File: config.mk
export PLATFORM = sky130hd
export DESIGN_NAME = enemy_hit_judge
export DESIGN_NICKNAME = d
export VERILOG_FILES = /design/src/rtl/enemy_hit_judge.sv
export SDC_FILE = /design/constraint.sdc
export NUM_CORES = 1
export LEC_CHECK = 0
export BUFFER_PORTS_ARGS = -buffer_cell sky130_fd_sc_hd__clkbuf_2
export CAP_MARGIN = 20
export CORE_ASPECT_RATIO = 1.4
export CORE_MARGIN = 4
export CORE_UTILIZATION = 45
export CTS_BUF_LIST = sky130_fd_sc_hd__clkbuf_8
export DETAILED_ROUTE_END_ITERATION = 10
export GPL_ROUTABILITY_DRIVEN = 0
export PLACE_DENSITY = 0.68
export SKIP_CTS_REPAIR_TIMING = 1
export SLEW_MARGIN = 20
export SYNTH_ARGS = -nofsm -noshare
export SYNTH_HDL_FRONTEND = slang
export SYNTH_SLANG_ARGS = --single-unit
export TNS_END_PERCENT = 20
File: constraint.sdc
create_clock -name clk -period 7.9 [get_ports clk]
set_clock_uncertainty 0.05 [all_clocks]
set_input_delay 1.58 -clock clk [delete_from_list [all_inputs] [get_ports clk]]
set_output_delay 1.58 -clock clk [all_outputs]
set_load 0.01 [all_outputs]
File: src/rtl/enemy_hit_judge.sv
// Enemy box: bullet hit test, alive/explode/dead life cycle, saturating score and pixel layer.
// boom and pixel outputs are registered (1 clk); no backpressure, state advances only on frame_tick.
module enemy_hit_judge #(
  parameter int          E_W            = 32,
  parameter int          E_H            = 32,
  parameter int          B_W            = 4,
  parameter int          B_H            = 8,
  parameter int          Y_BIAS         = 480,
  parameter int          BOOM_FRAMES    = 16,
  parameter int          RESPAWN_FRAMES = 60,
  parameter logic [11:0] ENEMY_RGB      = 12'hF00,
  parameter logic [11:0] BOOM_RGB       = 12'hFF0
) (
  input  logic        clk,
  input  logic        rst,
  input  logic        frame_tick,
  input  logic        b_valid,
  input  logic [9:0]  b_x,
  input  logic [9:0]  b_y,
  input  logic [9:0]  e_x,
  input  logic [9:0]  e_y,
  input  logic [9:0]  x,
  input  logic [9:0]  y,
  output logic        boom,
  output logic        enemy_alive,
  output logic [7:0]  score,
  output logic [11:0] enemy_rgb,
  output logic        enemy_en
);

  typedef enum logic [1:0] {ALIVE, EXPLODE, DEAD} state_t;

  localparam logic [7:0] BOOM_LAST    = 8'(BOOM_FRAMES - 1);
  localparam logic [7:0] RESPAWN_LAST = 8'(RESPAWN_FRAMES - 1);

  state_t      state, state_n;
  logic [7:0]  cnt, cnt_n, score_n;
  logic [9:0]  lx, ly, lx_n, ly_n;
  logic        boom_n;
  logic        hit_c;

  // 11-bit sums keep the box edges from wrapping near the 10-bit limit
  logic [10:0] ex_end, ey_end, bx_end, by_end;
  assign ex_end = {1'b0, e_x} + 11'(E_W);
  assign ey_end = {1'b0, e_y} + 11'(E_H);
  assign bx_end = {1'b0, b_x} + 11'(B_W);
  assign by_end = {1'b0, b_y} + 11'(B_H);

  assign hit_c = b_valid
               & ({1'b0, b_x} < ex_end) & ({1'b0, e_x} < bx_end)
               & ({1'b0, b_y} < ey_end) & ({1'b0, e_y} < by_end);

  always_comb begin
    state_n = state;
    cnt_n   = cnt;
    score_n = score;
    lx_n    = lx;
    ly_n    = ly;
    boom_n  = 1'b0;
    if (frame_tick) begin
      case (state)
        ALIVE: begin
          if (hit_c) begin
            boom_n  = 1'b1;
            score_n = (score == 8'hFF) ? score : score + 8'd1;
            lx_n    = e_x;
            ly_n    = e_y;
            cnt_n   = 8'd0;
            state_n = EXPLODE;
          end
        end
        EXPLODE: begin
          if (cnt == BOOM_LAST) begin
            cnt_n   = 8'd0;
            state_n = DEAD;
          end else begin
            cnt_n = cnt + 8'd1;
          end
        end
        DEAD: begin
          if (cnt == RESPAWN_LAST) begin
            cnt_n   = 8'd0;
            state_n = ALIVE;
          end else begin
            cnt_n = cnt + 8'd1;
          end
        end
        default: begin
          cnt_n   = 8'd0;
          state_n = ALIVE;
        end
      endcase
    end
  end

  always_ff @(posedge clk or negedge rst) begin
    if (!rst) begin
      state <= ALIVE;
      cnt   <= 8'd0;
      score <= 8'd0;
      lx    <= 10'd0;
      ly    <= 10'd0;
      boom  <= 1'b0;
    end else begin
      state <= state_n;
      cnt   <= cnt_n;
      score <= score_n;
      lx    <= lx_n;
      ly    <= ly_n;
      boom  <= boom_n;
    end
  end

  assign enemy_alive = (state == ALIVE);

  // Explosion stays where the enemy was hit, even if movement logic moves e_x/e_y on
  logic [9:0]  org_x, org_y;
  logic [10:0] yb;
  logic        in_box, en_n;
  logic [11:0] rgb_n;

  assign org_x  = (state == EXPLODE) ? lx : e_x;
  assign org_y  = (state == EXPLODE) ? ly : e_y;
  assign yb     = {1'b0, y} + 11'(Y_BIAS);
  assign in_box = (x >= org_x) && ({1'b0, x} < ({1'b0, org_x} + 11'(E_W)))
               && (yb >= {1'b0, org_y}) && (yb < ({1'b0, org_y} + 11'(E_H)));

  always_comb begin
    en_n  = 1'b0;
    rgb_n = 12'h000;
    if (in_box && state == ALIVE) begin
      en_n  = 1'b1;
      rgb_n = ENEMY_RGB;
    end else if (in_box && state == EXPLODE && !cnt[1]) begin
      en_n  = 1'b1;
      rgb_n = BOOM_RGB;
    end
  end

  always_ff @(posedge clk or negedge rst) begin
    if (!rst) begin
      enemy_en  <= 1'b0;
      enemy_rgb <= 12'h000;
    end else begin
      enemy_en  <= en_n;
      enemy_rgb <= rgb_n;
    end
  end

endmodule

; Word-level counts from Yosys, hierarchy flattened
; Cells that the tools add are included.
[word_totals]
regBits = 52
output_inout_bits = 23
elab_cells = 67
[op_classes]
n_addsub = 9
order_cmp = 8
eq_ne = 8
mux = 17
bitwise_logic = 5
n_reduce_logical = 12
[op_table]
columns = operator, count
row1 = $lt A10 B11 Y1, 5
row2 = $add A10 B6 Y11 const B, 4
row3 = $mux W12, 2
row4 = $mux W8, 3
row5 = $pmux W8 S3, 1
row6 = $mux W10, 2
row7 = $add A8 B1 Y8 const B, 2
row8 = $add A10 B3 Y11 const B, 1
row9 = $add A10 B4 Y11 const B, 1
row10 = $add A10 B9 Y11 const B, 1
row11 = $ge A11 B10 Y1, 1
row12 = $lt A11 B11 Y1, 1
row13 = $ge A10 B10 Y1, 1
row14 = $eq A8 B4 Y1 const B, 1
row15 = $eq A8 B6 Y1 const B, 1
row16 = $eq A8 B8 Y1 const B, 1
row17 = $reduce_and A4 Y1, 2
row18 = $logic_and A1 B1 Y1, 6
row19 = $mux W2, 3
row20 = $pmux W2 S3, 1
row21 = $mux W1, 5
row22 = $and A1 B1 Y1, 4
row23 = $ne A2 B2 Y1 const B, 2
row24 = $reduce_and A3 Y1, 1
row25 = 7 further kinds, 7

; Logic depth before layout (Yosys ltp)
[logic_depth]
ltp_word = 11
mapped_depth = 15
ltp_nobuf = 14

; Worst setup path before layout
; No wires, ideal clock.
[synth_timing]
path_kind = input-to-reg
startpoint = input port b_x[5]
endpoint = register lx[3]
setup_time_ps = 128
arrival_time_ps = 3971
t_required_ps = 7722
slack_ps = 3752
path_stages = 11
path_cell_list = and4_1 nand2_1 xor2_1 ha_1 a21o_1 a21oi_1 nor2_1 a2111o_1 nor4_4 buf_4 mux2_1
[synth_via]
elab_chain_len = 6
word_cells_on_any_way = 8
cone_classes = 1 x add/sub / 2 x order compare / 4 x bitwise / 1 x reduce/logical
[synth_rtl]
columns = item, line
row1 = start: declaration, 18  ; input logic [9:0] b_x,
row2 = $add A10 B3 Y11 / $lt A10 B11 Y1 (equally long branches), "46, 50"
row3 = $lt A10 B11 Y1 / $and A1 B1 Y1 (equally long branches), 50  ; & ({1'b0, b_x} < ex_end) & ({1'b0, e_x} < bx_end)
row4 = $and A1 B1 Y1 *, 50
row5 = $and A1 B1 Y1 * (2 in series), 51  ; & ({1'b0, b_y} < ey_end) & ({1'b0, e_y} < by_end);
row6 = $reduce_and A3 Y1 (no line) *, -
row7 = end signal: assignment, 108  ; lx <= lx_n;
row8 = end: declaration, 38  ; logic [9:0] lx, ly, lx_n, ly_n;
; Every way passes the cells marked *; elsewhere a longest branch is shown, timed or not.
; A chain may end at the register's enable or synchronous reset.

; Final worst setup path
[layout_timing]
startpoint = input port b_x[2]
endpoint = register state[1]
[layout_via]
elab_chain_len = 7
word_cells_on_any_way = 9
cone_classes = 1 x add/sub / 2 x order compare / 1 x eq/ne / 4 x bitwise / 1 x reduce/logical
[layout_rtl]
columns = item, line
row1 = $add A10 B3 Y11 / $lt A10 B11 Y1 (equally long branches), "46, 50"
row2 = $lt A10 B11 Y1 / $and A1 B1 Y1 (equally long branches), 50
row3 = $and A1 B1 Y1 *, 50
row4 = $and A1 B1 Y1 * (2 in series), 51
row5 = $ne A2 B1 Y1 (no line) *, -
row6 = $reduce_and A4 Y1 (no line) *, -
row7 = end signal: assignment, 105  ; state <= state_n;
row8 = end: declaration, 36  ; state_t state, state_n;
; Marked as above.

==> impl_results.md <==
* Top-count cell post-synth: ha_1
* Placed cell count at roughly 630
* YS warnings at 0
* Async set-reset flop share out of synthesis at 100.0%
* Layout cells sized above 1 at about a fifth
* DPL Wire Length at slightly above 8000 um
* CTS tree: done
* H-tree levels at 2
* CTS Buffer Depth at 2
* Post-synthesis instance area at 4249 um2
* Worst-path clk slew at 0.09 ns
* CTS Buf Count at 5
* Top FF cell, synth: dfrtp_1
* Design Area, Final at between 4000 and 5000 um2
* Initial Util at ~47%
* Placed Area at 4707 um2
* Clk Latency, worst-skew pair at 0.30 ns
* CP Data Arrival Time at 4.42 ns
* Drt drc at 0
* Tot GR Track Use at between 15 and 20%
* Worst-margin pin slew at around 0.92 ns
* Maximum vdd drop at about 0.14 mV
* Synth cell types at 56
* CTS root buf: clkbuf_8
* Crit-path cells: clkbuf_2 > ha_1 > nand2_1 > xor2_1 > ha_1 > a21o_1 > a21oi_1 > nor2_1 > a2111o_1 > o41a_1 > nor2_1 > mux2_1
* Vias per cell at about 5.7
* Initial antenna violation count at 0
* Sequential area share after synthesis at about a quarter
* Hold slack final at 0.4357 ns
* Share of the synthesized area in the top cell type at 24.15%
* Cells after synthesis at about 460
* WL final at around 9600 um
* Worst Hold Class: reg2reg
* Synth area leader: dfrtp_1
* Flip-flop and latch count after synthesis at 41
* Pre-antenna DRT Iters at 4
* Ports at 87
* Max cap viols at 0
* Fill cells at 893
* Number of synthesized flops with an enable pin at 0
* WS Path Type: in2reg
* Core area at about 9100 um2
* Synth Area per Inst at around 9.3 um2
* Non-Filler Instances at 642
* Leak pwr at between 2 and 2.5 nW
* Worst-path fanout max at 12
* PwrDens at between 200 and 250 nW/um2
* Clock sink count at between 40 and 50
* Die area at around 11000 um2
* Max Fclk at between 0.2 and 0.25 GHz
* Die Y at roughly 120 um
* Final setup fails at 0
* WL per Instance at 14.94 um
* Port Buffers at 82
* Unrepaired setup endpoints after global routing: false
* Overflow after GRT at 0
* Largest net degree at the start of global routing at 42
* Floorplan row count at 41
* Crit path launch type: input pin
* Worst setup EP type: flop
* Hold Violations, Final at 0
* Final slew viol count at 0
* Status: completed
* Max incr delay on CP at about 0.57 ns
* DIE WIDTH at between 90 and 100 um
* Routed Antenna Nets at 0
* Required @ worst endpoint at 8.04 ns
* Tmin final at between 4 and 5 ns
* Fin Setup TNS at 0 ns
* Final #Nets at around 680
* Global-route wire length before repair at roughly 16000 um
* Relative slew slack at roughly 38%
* Vias at roughly 3700
* Crit share post-route at a little over half
* Vias in the first global route at roughly 3600
* Area delta synth->final at 13.55%
* 1st-iter DRT viols at 78
* Post-synth top cells: ha_1 (80), dfrtp_1 (41), inv_1 (34)
* Worst path slowest cell: o41a_1
* Synth top area cells: dfrtp_1 (24%), ha_1 (24%), mux2_1 (5.6%)
==> routing by layer <==
metal  GRT usage [%]  vias to the layer above  wire length (um)
met3           2.982                       15               374
met2           34.36                       87              5093
met5               0                        -                 0
met1           19.16                     1752              3941
li1                -                     1809                 -
met4           4.789                        0               180
==> final timing paths <==
check / end / from / cells after the start / slack [ns]
worst max-delay path: state[1]$_DFFE_PN0P_ / b_x[2] / 12 / 3.62
worst min-delay path: ly[0]$_DFFE_PN0P_ / ly[0]$_DFFE_PN0P_ / 1 / 0.44
worst max register to register: enemy_rgb[7]$_DFF_PN0_ / state[1]$_DFFE_PN0P_ / 12 / 4.20
worst min register to register: ly[0]$_DFFE_PN0P_ / ly[0]$_DFFE_PN0P_ / 1 / 0.44
max in group asynchronous: cnt[1]$_DFFE_PN0P_ / rst / 1 / 5.86
min in group asynchronous: score[6]$_DFFE_PN0P_ / rst / 1 / 1.35
==> state kept, by name (all words and copies together), names as in the netlist <==
register   count
score          8
enemy_en       1
boom           1
state          2
cnt            8
ly            10
enemy_rgb      1
lx            10
==> area by class of cell <==
type | count | area, um2 | share of cell area, %
flip-flops and latches | 41 | 1026 | 21.27
repair buffers | 84 | 425.4 | 8.817
inverters | 34 | 127.6 | 2.645
clock buffers | 5 | 68.82 | 1.426
clock inverters | 3 | 46.29 | 0.9595
well taps | 107 | 133.9 | 2.775
diodes | 1 | 2.502 | 0.05187
multi-input cells | 367 | 2994 | 62.06
==> cells by family (layout without fill, tap and decap cells) <==
kind of cell,after synthesis,count (layout),share of synthesized area (%)
and+or+nand+nor,128,128,16.46
xor gates and xnor gates,29,29,5.978
other,1,5,0.08825
adders and majority gates,80,80,23.56
DFF,41,41,24.15
AOI/OAI and AO/OA,82,82,12.99
buffers and inverters,51,126,5.654
muxes,44,44,11.13
==> power breakdown <==
group / internal (W) / switching (W)
clock: 0.0000946 / 0.0000788
combinational: 0.000222 / 0.000262
sequential: 0.000276 / 0.0000387
total: 0.000592 / 0.000379
==> critical path: cells and delay by family <==
kind                       cells  cell delay [ns]
muxes                          1             0.34
and+or+nand+nor                3             0.36
xor gates and xnor gates       1             0.15
buffers and inverters          1             0.15
adders and majority gates      2             0.53
AOI/OAI and AO/OA              4             1.32
==> placed cells by master (no fill, tap or decap), types with 3 or more instances in the layout <==
cell      synthesis  layout
o22ai_1           4       4
and3_1           15      15
o21a_1            5       5
o211ai_1          3       3
nand4_1          10      10
nor2b_1           6       6
nand2b_1         10      10
inv_1            34      34
mux2i_1          18      18
ha_1             80      80
conb_1            1       4
a21oi_1          18      18
nor4_1            3       3
dfrtp_1          41      41
nor3_1            4       4
xor2_1           17      17
nand2_1          25      25
o31ai_1           4       4
o21ai_1           7       7
clkbuf_2          0      81
o21ai_0          14      14
clkbuf_8          0       5
nand3_1          23      23
mux2_2            5       5
a211oi_1          3       3
nor2_1           17      17
xnor2_1          12      12
mux2_1           21      21
a21o_1            5       5
and4_1            3       3
==> per-stage QoR <==
stage / total power [W] / util, % / setup WS [ns]
finish: 0.0009715 / 52.84 / 3.624
global route: 0.001061 / 52.81 / 3.401
CTS: 0.0009821 / 52.81 / 3.647
detailed placement: 0.0008059 / 51.55 / 3.325
global placement: 0.0007836 / 51.55 / 3.385
floorplan: 0.0006707 / - / 3.752
Note: power is estimated with default switching activity, not from simulation.
